## config.mk

```make
export PLATFORM = sky130hd
export DESIGN_NAME = instr_fetch_unit_flat
export DESIGN_NICKNAME = d
export VERILOG_FILES = /design/src/rtl/instr_fetch_unit_if.sv /design/src/rtl/instr_fetch_unit.sv /design/src/flat_wrapper.sv
export SDC_FILE = /design/constraint.sdc
export NUM_CORES = 1
export LEC_CHECK = 0
export ABC_CLOCK_PERIOD_IN_PS = 2280
export CORE_UTILIZATION = 35
export DETAILED_ROUTE_END_ITERATION = 16
export HOLD_SLACK_MARGIN = 0.03
export PLACE_DENSITY = 0.69
export SYNTH_ARGS = -nofsm -noshare
export SYNTH_HDL_FRONTEND = slang
export SYNTH_SLANG_ARGS = --single-unit
```

## constraint.sdc

```tcl
create_clock -name clk -period 2.28 [get_ports clk]
set_input_delay 0.57 -clock clk [delete_from_list [all_inputs] [get_ports clk]]
set_output_delay 0.57 -clock clk [all_outputs]
set_load 0.02 [all_outputs]
```

## src/rtl/instr_fetch_unit_if.sv

```systemverilog
// Fetch-stage bundle: instruction ROM port, redirect/stall controls and IF/ID outputs.
// master = fetch unit, slave = surrounding pipeline and ROM.
interface instr_fetch_unit_if #(
   parameter int IMEM_AW = 8
);
   logic               imem_req;
   logic [IMEM_AW-1:0] imem_addr;
   logic [31:0]        imem_rdata;
   logic               stall;
   logic               PCSrc;
   logic [31:0]        branch_target;
   logic               Jump;
   logic [31:0]        jump_target;
   logic [31:0]        inst;
   logic [31:0]        pc_plus4;
   logic               inst_valid;

   modport master (
      output imem_req, imem_addr, inst, pc_plus4, inst_valid,
      input  imem_rdata, stall, PCSrc, branch_target, Jump, jump_target
   );

   modport slave (
      input  imem_req, imem_addr, inst, pc_plus4, inst_valid,
      output imem_rdata, stall, PCSrc, branch_target, Jump, jump_target
   );
endinterface

```

## src/rtl/instr_fetch_unit.sv

```systemverilog
// Instruction fetch: PC, synchronous-ROM request and IF/ID register; request to IF/ID is two edges.
// Stall freezes PC and IF/ID and parks the one in-flight word; a redirect squashes everything in flight.
module instr_fetch_unit #(
   parameter logic [31:0] RESET_PC = 32'h0000_0000,
   parameter int          IMEM_AW  = 8
) (
   input logic                clk,
   input logic                reset,
   instr_fetch_unit_if.master fif
);
   typedef enum logic {RUN, HELD} state_t;

   state_t      state;
   logic [31:0] pc;
   logic [31:0] pc_inc;
   logic        pend;
   logic [31:0] pend_pc4;
   logic [31:0] hold_buf;
   logic [31:0] hold_pc4;
   logic [31:0] inst_q;
   logic [31:0] pc4_q;
   logic        vld_q;
   logic        req;
   logic        redir;
   logic [31:0] redir_tgt;
   logic        unused_bits;

   assign req       = !reset && !fif.stall;
   assign redir     = fif.Jump | fif.PCSrc;
   // Jump wins over a simultaneous taken branch; targets are always word aligned.
   assign redir_tgt = fif.Jump ? {fif.jump_target[31:2], 2'b00}
                               : {fif.branch_target[31:2], 2'b00};
   assign pc_inc    = pc + 32'd4;

   assign fif.imem_req   = req;
   assign fif.imem_addr  = pc[IMEM_AW+1:2];
   assign fif.inst       = inst_q;
   assign fif.pc_plus4   = pc4_q;
   assign fif.inst_valid = vld_q;

   assign unused_bits = ^{fif.jump_target[1:0], fif.branch_target[1:0],
                          pc[1:0], pc[31:IMEM_AW+2]};

   always_ff @(posedge clk) begin
      if (reset) begin
         state    <= RUN;
         pc       <= RESET_PC;
         pend     <= 1'b0;
         pend_pc4 <= 32'd0;
         hold_buf <= 32'd0;
         hold_pc4 <= 32'd0;
         inst_q   <= 32'd0;
         pc4_q    <= 32'd0;
         vld_q    <= 1'b0;
      end else if (redir) begin
         // The request issued this cycle, any word in flight and any parked word are dropped.
         state  <= RUN;
         pc     <= redir_tgt;
         pend   <= 1'b0;
         inst_q <= 32'd0;
         vld_q  <= 1'b0;
      end else if (!fif.stall) begin
         pc       <= pc_inc;
         pend     <= 1'b1;
         pend_pc4 <= pc_inc;
         case (state)
            HELD: begin
               inst_q <= hold_buf;
               pc4_q  <= hold_pc4;
               vld_q  <= 1'b1;
               state  <= RUN;
            end
            default: begin
               if (pend) begin
                  inst_q <= fif.imem_rdata;
                  pc4_q  <= pend_pc4;
                  vld_q  <= 1'b1;
               end else begin
                  inst_q <= 32'd0;
                  vld_q  <= 1'b0;
               end
            end
         endcase
      end else begin
         // No request goes out while stalled, so at most one word ever needs parking.
         pend <= 1'b0;
         if (pend) begin
            hold_buf <= fif.imem_rdata;
            hold_pc4 <= pend_pc4;
            state    <= HELD;
         end
      end
   end
endmodule

```

## src/flat_wrapper.sv

```systemverilog
// flat-port wrapper written by rule: the top's interface ports become plain ports
module instr_fetch_unit_flat 
#(
   parameter logic [31:0] RESET_PC = 32'h0000_0000,
   parameter int          IMEM_AW  = 8
)
  (clk, reset, fif_imem_req, fif_imem_addr, fif_inst, fif_pc_plus4, fif_inst_valid, fif_imem_rdata, fif_stall, fif_PCSrc, fif_branch_target, fif_Jump, fif_jump_target);
  instr_fetch_unit_if #(.IMEM_AW(IMEM_AW)) fif_i ();
  input logic clk;
  input logic reset;
  output wire logic [$bits(fif_i.imem_req)-1:0] fif_imem_req;
  output wire logic [$bits(fif_i.imem_addr)-1:0] fif_imem_addr;
  output wire logic [$bits(fif_i.inst)-1:0] fif_inst;
  output wire logic [$bits(fif_i.pc_plus4)-1:0] fif_pc_plus4;
  output wire logic [$bits(fif_i.inst_valid)-1:0] fif_inst_valid;
  input wire logic [$bits(fif_i.imem_rdata)-1:0] fif_imem_rdata;
  input wire logic [$bits(fif_i.stall)-1:0] fif_stall;
  input wire logic [$bits(fif_i.PCSrc)-1:0] fif_PCSrc;
  input wire logic [$bits(fif_i.branch_target)-1:0] fif_branch_target;
  input wire logic [$bits(fif_i.Jump)-1:0] fif_Jump;
  input wire logic [$bits(fif_i.jump_target)-1:0] fif_jump_target;
  assign fif_imem_req = fif_i.imem_req;
  assign fif_imem_addr = fif_i.imem_addr;
  assign fif_inst = fif_i.inst;
  assign fif_pc_plus4 = fif_i.pc_plus4;
  assign fif_inst_valid = fif_i.inst_valid;
  assign fif_i.imem_rdata = fif_imem_rdata;
  assign fif_i.stall = fif_stall;
  assign fif_i.PCSrc = fif_PCSrc;
  assign fif_i.branch_target = fif_branch_target;
  assign fif_i.Jump = fif_Jump;
  assign fif_i.jump_target = fif_jump_target;
  instr_fetch_unit #(.RESET_PC(RESET_PC), .IMEM_AW(IMEM_AW)) u_core (.clk(clk), .reset(reset), .fif(fif_i));
endmodule
```

After elaboration in Yosys (flattened, before gate mapping):

Cells that the tools add are included.

* $add $sub $neg: 1
* mux-type cells: 10
* equality and inequality tests: 1
* reduce and logical (&&, ||, !) cells: 9
* bitwise gates (word level): 3

Operator list (count)
* 32-bit two-way mux: 7
* 32-bit by 3-bit adder with 32-bit output (second input constant): 1
* 3-bit AND reduction: 2
* 1-bit two-way mux: 3
* 3-bit OR reduction: 1
* 1-bit zero test: 2
* 2-bit by 1-bit inequality test with 1-bit output (second input constant): 1
* 1-bit NOT: 2
* 2-bit AND reduction: 1
* 2-bit nonzero test: 1
* 2-bit OR reduction: 1
* 1-bit logical AND: 1
* 1-bit bitwise OR: 1

* flip-flop bits (word level): 195
* word-level logic and storage cells: 33
* bits of input ports: 101

Depth between registers and ports, before layout:

* word-level depth: 3
* mapped depth: 8
* gate-level depth less buffers: 6

Worst setup path before layout:

OpenSTA, ideal clock, no wires.

* path kind: register to register
* from: register u_core.pc[2]
* to: register u_core.pend_pc4[28]
* stages on the path, launching flop included: 8
* data arrival time: 1.925 ns
* data required time: 2.189 ns
* path slack: 0.264 ns
* path buffers: 1
* clock period less this slack: 2.016 ns
* cells stage by stage: dfxtp_1 > ha_1 > clkbuf_1 > inv_1 > nor2_2 > nand3_2 > or4_1 > a311oi_1

* longest elaborated chain between the ends: 1

Ends and longest elaborated chain
* start, declared: line instr_fetch_unit.sv:14 `logic [31:0] pc;`
* start signal, assigned: line instr_fetch_unit.sv:58 `pc <= redir_tgt;`
* start signal, assigned: line instr_fetch_unit.sv:63 `pc <= pc_inc;`
* 32-bit by 3-bit adder with 32-bit output: line instr_fetch_unit.sv:33 `assign pc_inc = pc + 32'd4;`
* end signal, assigned: line instr_fetch_unit.sv:65 `pend_pc4 <= pc_inc;`
* end, declared: line instr_fetch_unit.sv:17 `logic [31:0] pend_pc4;`

No other way between the ends.
A chain may end at the register's enable or synchronous reset.

Final worst setup path:

* from: register u_core.pc[4]
* to: output fif_imem_addr[2]

RTL lines
* end, declared: line flat_wrapper.sv:12 `output wire logic [$bits(fif_i.imem_addr)-1:0] fif_imem_addr;`

No word-level cell between the ends.

==> metrics.cfg <==
[status]
outcome = finished, final reports clean

[floorplan]
die_height_um = 159
fp.dieArea_um2 = 25100
start_util = 0.361
io_pins = 175
core_area_um2 = 23800
rows = 56
dieWidth_um = 159

[power]
powerDensity_nw_per_um2 = 633
leakagePower_uw = 0.00368
ir_worst_vdd_v = 0.000406

[finish]
fin_nets = 1324
stdcell_area_um2 = 11300
fill_cells = 2288
num_antenna_cells = 0
syn2layout_area_growth_pct = 31.8
drive_gt1_frac = 0.0931

[worst_setup_path]
startpoint_type = flop
crit_slowest_cell = clkdlybuf4s50_1
path_cells = buf_4 -> clkdlybuf4s50_1
path_delay_family = buffers and inverters
worstPathRequired_ns = 1.71
crit_path_max_incr_delay_ns = 0.64
cp_max_fo = 5
crit_type = flop to primary output
r2r_start = u_core.pc[3]
cp.arrival_ns = 1.63
endpoint_kind = primary output
crit_path_start = u_core.pc[4]
critical_path_buf_inv_count = 2

[timing]
slew_headroom = 0.524
min_period_ns = 2.20
finalHoldViolCount = 0
rsz0062_at_grt = false
setup_viol = 0
slew_viol_final = 0
worstMarginPinSlew_ns = 0.714
skew_ns = 0.00932
max_freq_ghz = 0.455
finalCritPeriodShare = 0.964
timing.hold.ws_ns = 0.456

[global_route]
grt_pass1_wl_um = 38900
grt_pass1_vias = 7425
grt_overflow = 0
track_usage = 0.196
antenna_found_initial = 0
grt_max_degree = 103

[synth]
synth_common_cells = 187 x dfxtp_1, 163 x nand2_1, 162 x nor2_1
ys_seq_area_frac = 0.436
ys_types = 57
netlist_instances = 1079
synth-edff-count = 0
synth_area_leaders = dfxtp_1 44%, a21oi_1 8.3%, nand2_1 7.1%, nor2_1 7.1%, a211oi_1 5.2%
avgSynthCellArea_um2 = 7.95
yosysTopAreaCellShare = 0.436
synth_seq_cells = 187
ys.flop_type = dfxtp_1
synth.largest_area_cell = dfxtp_1
yosysMostFrequentCell = dfxtp_1
synthArstFlopShare = 0
syn_area_um2 = 8580
ys_warn_count = 0

[min_path]
hold_class = flop to flop
min_from = u_core.hold_pc4[17]

[run]
max_cap_viol_count = 0

[clocking]
clk_pin_slew_ns = 0.07
post_cts.repair.setup_buffers = 0
cts_buffers = 17
clk-insertion-delay-late_ns = 0.42
root_buffer = clkbuf_16
htreeDepth = 4
clock_sinks = 187
hold_buffers = 0
clockBufferDepth = 2
cts_tree = built
ctsResizeCount = 0

[routing]
routed_wl_um = 24400
drcViolationCount = 0
first_pass_iters = 5
vias = 8093
postRouteAntennaNets = 0
routedWlPerCell_um = 15.7
drtIter0Drc = 707
viasPerCell = 5.21

[placement]
hpwl_um = 17000
place_area_um2 = 10700
gp_congestion = 0.922
port_buffers = 168

## final timing paths
path,end,slack [ns],depth (start not counted)
setup / recovery,fif_imem_addr[2],0.08,2
hold / removal,u_core.hold_pc4[17],0.46,2
setup reg to reg,u_core.pc[20],0.26,6
hold reg to reg,u_core.hold_pc4[17],0.46,2
## registers in the layout (all words and copies together) (netlist names)
name	count
u_core.fif.inst	32
u_core.fif.inst_valid	1
u_core.fif.pc_plus4	30
u_core.hold_buf	32
u_core.hold_pc4	30
u_core.pc	30
u_core.pend	1
u_core.pend_pc4	30
u_core.state	1
## report_power, final
group | internal (uW) | switching [uW] | total [uW]
clock network | 1590 | 1400 | 2990
registers | 3340 | 78.5 | 3410
logic | 370 | 390 | 760
## tightest hold or removal path: cells and delay by family, from the launching register on
family	cells	cell delay, ns
AOI/OAI and AO/OA	1	0.05
and+or+nand+nor	1	0.05
DFF	1	0.31
## cell usage in the layout, fill, tap and decap left out, drive strengths merged, types with 3 or more instances in the layout
cell	count
dfxtp	187
clkdlybuf4s50	165
nand2	164
nor2	164
a21oi	143
buf	62
a211oi	59
a22oi	38
mux2i	35
o21ai	20
clkbuf	18
nor3	17
xnor2	15
nand3	15
inv	15
nand4	14
xor2	12
nor4	11
nand3b	9
o22ai	7
and4	6
and2	5
and3	5
or3	4
o211ai	4
nor2b	4
clkinv	4
o31ai	3
o221ai	3
a221oi	3
## kinds of logic (layout without fill, tap and decap cells)
group                      count (synthesis)  after routing  share of synthesized area
DFF                                      187            187                      0.436
other                                      1              2                   0.000437
AOI/OAI and AO/OA                        289            289                      0.206
buffers and inverters                    112            267                     0.0616
muxes                                     35             35                     0.0408
and+or+nand+nor                          427            427                      0.225
xor gates and xnor gates                  27             27                     0.0276
adders and majority gates                  1              1                    0.00146
## through the flow
stage | cells | power, uW | util | TNS [ns] | setup slack (ns)
finish | 1554 | 7160 | 0.476 | 0 | 0.0832
global route | 1554 | 7410 | 0.476 | 0 | 0.0377
CTS | 1554 | 7210 | 0.476 | 0 | 0.0499
detailed placement | 1522 | 4240 | 0.451 | -0.286 | -0.0536
global placement | 1522 | 4230 | 0.451 | -0.0473 | -0.0212
floorplan | 1080 | 3880 | - | 0 | 0.264
## final cells by class
| class | instances | area (um^2) | share of cell area |
|---|---|---|---|
| Multi-Input combinational cell | 781 | 4330 | 0.383 |
| Sequential cell | 187 | 3740 | 0.331 |
| Timing Repair Buffer | 227 | 2210 | 0.196 |
| Clock buffer | 18 | 439 | 0.0388 |
| Tap cell | 319 | 399 | 0.0353 |
| Inverter | 8 | 30.0 | 0.00266 |
| Clock inverter | 14 | 153 | 0.0135 |
## routing by layer
metal | share of wire | GRT usage
met5 | 0 | 0
met4 | 0.019 | 0.0668
met3 | 0.051 | 0.0299
met2 | 0.45 | 0.298
met1 | 0.48 | 0.279
No activity file was read; power rests on OpenSTA's default activity.
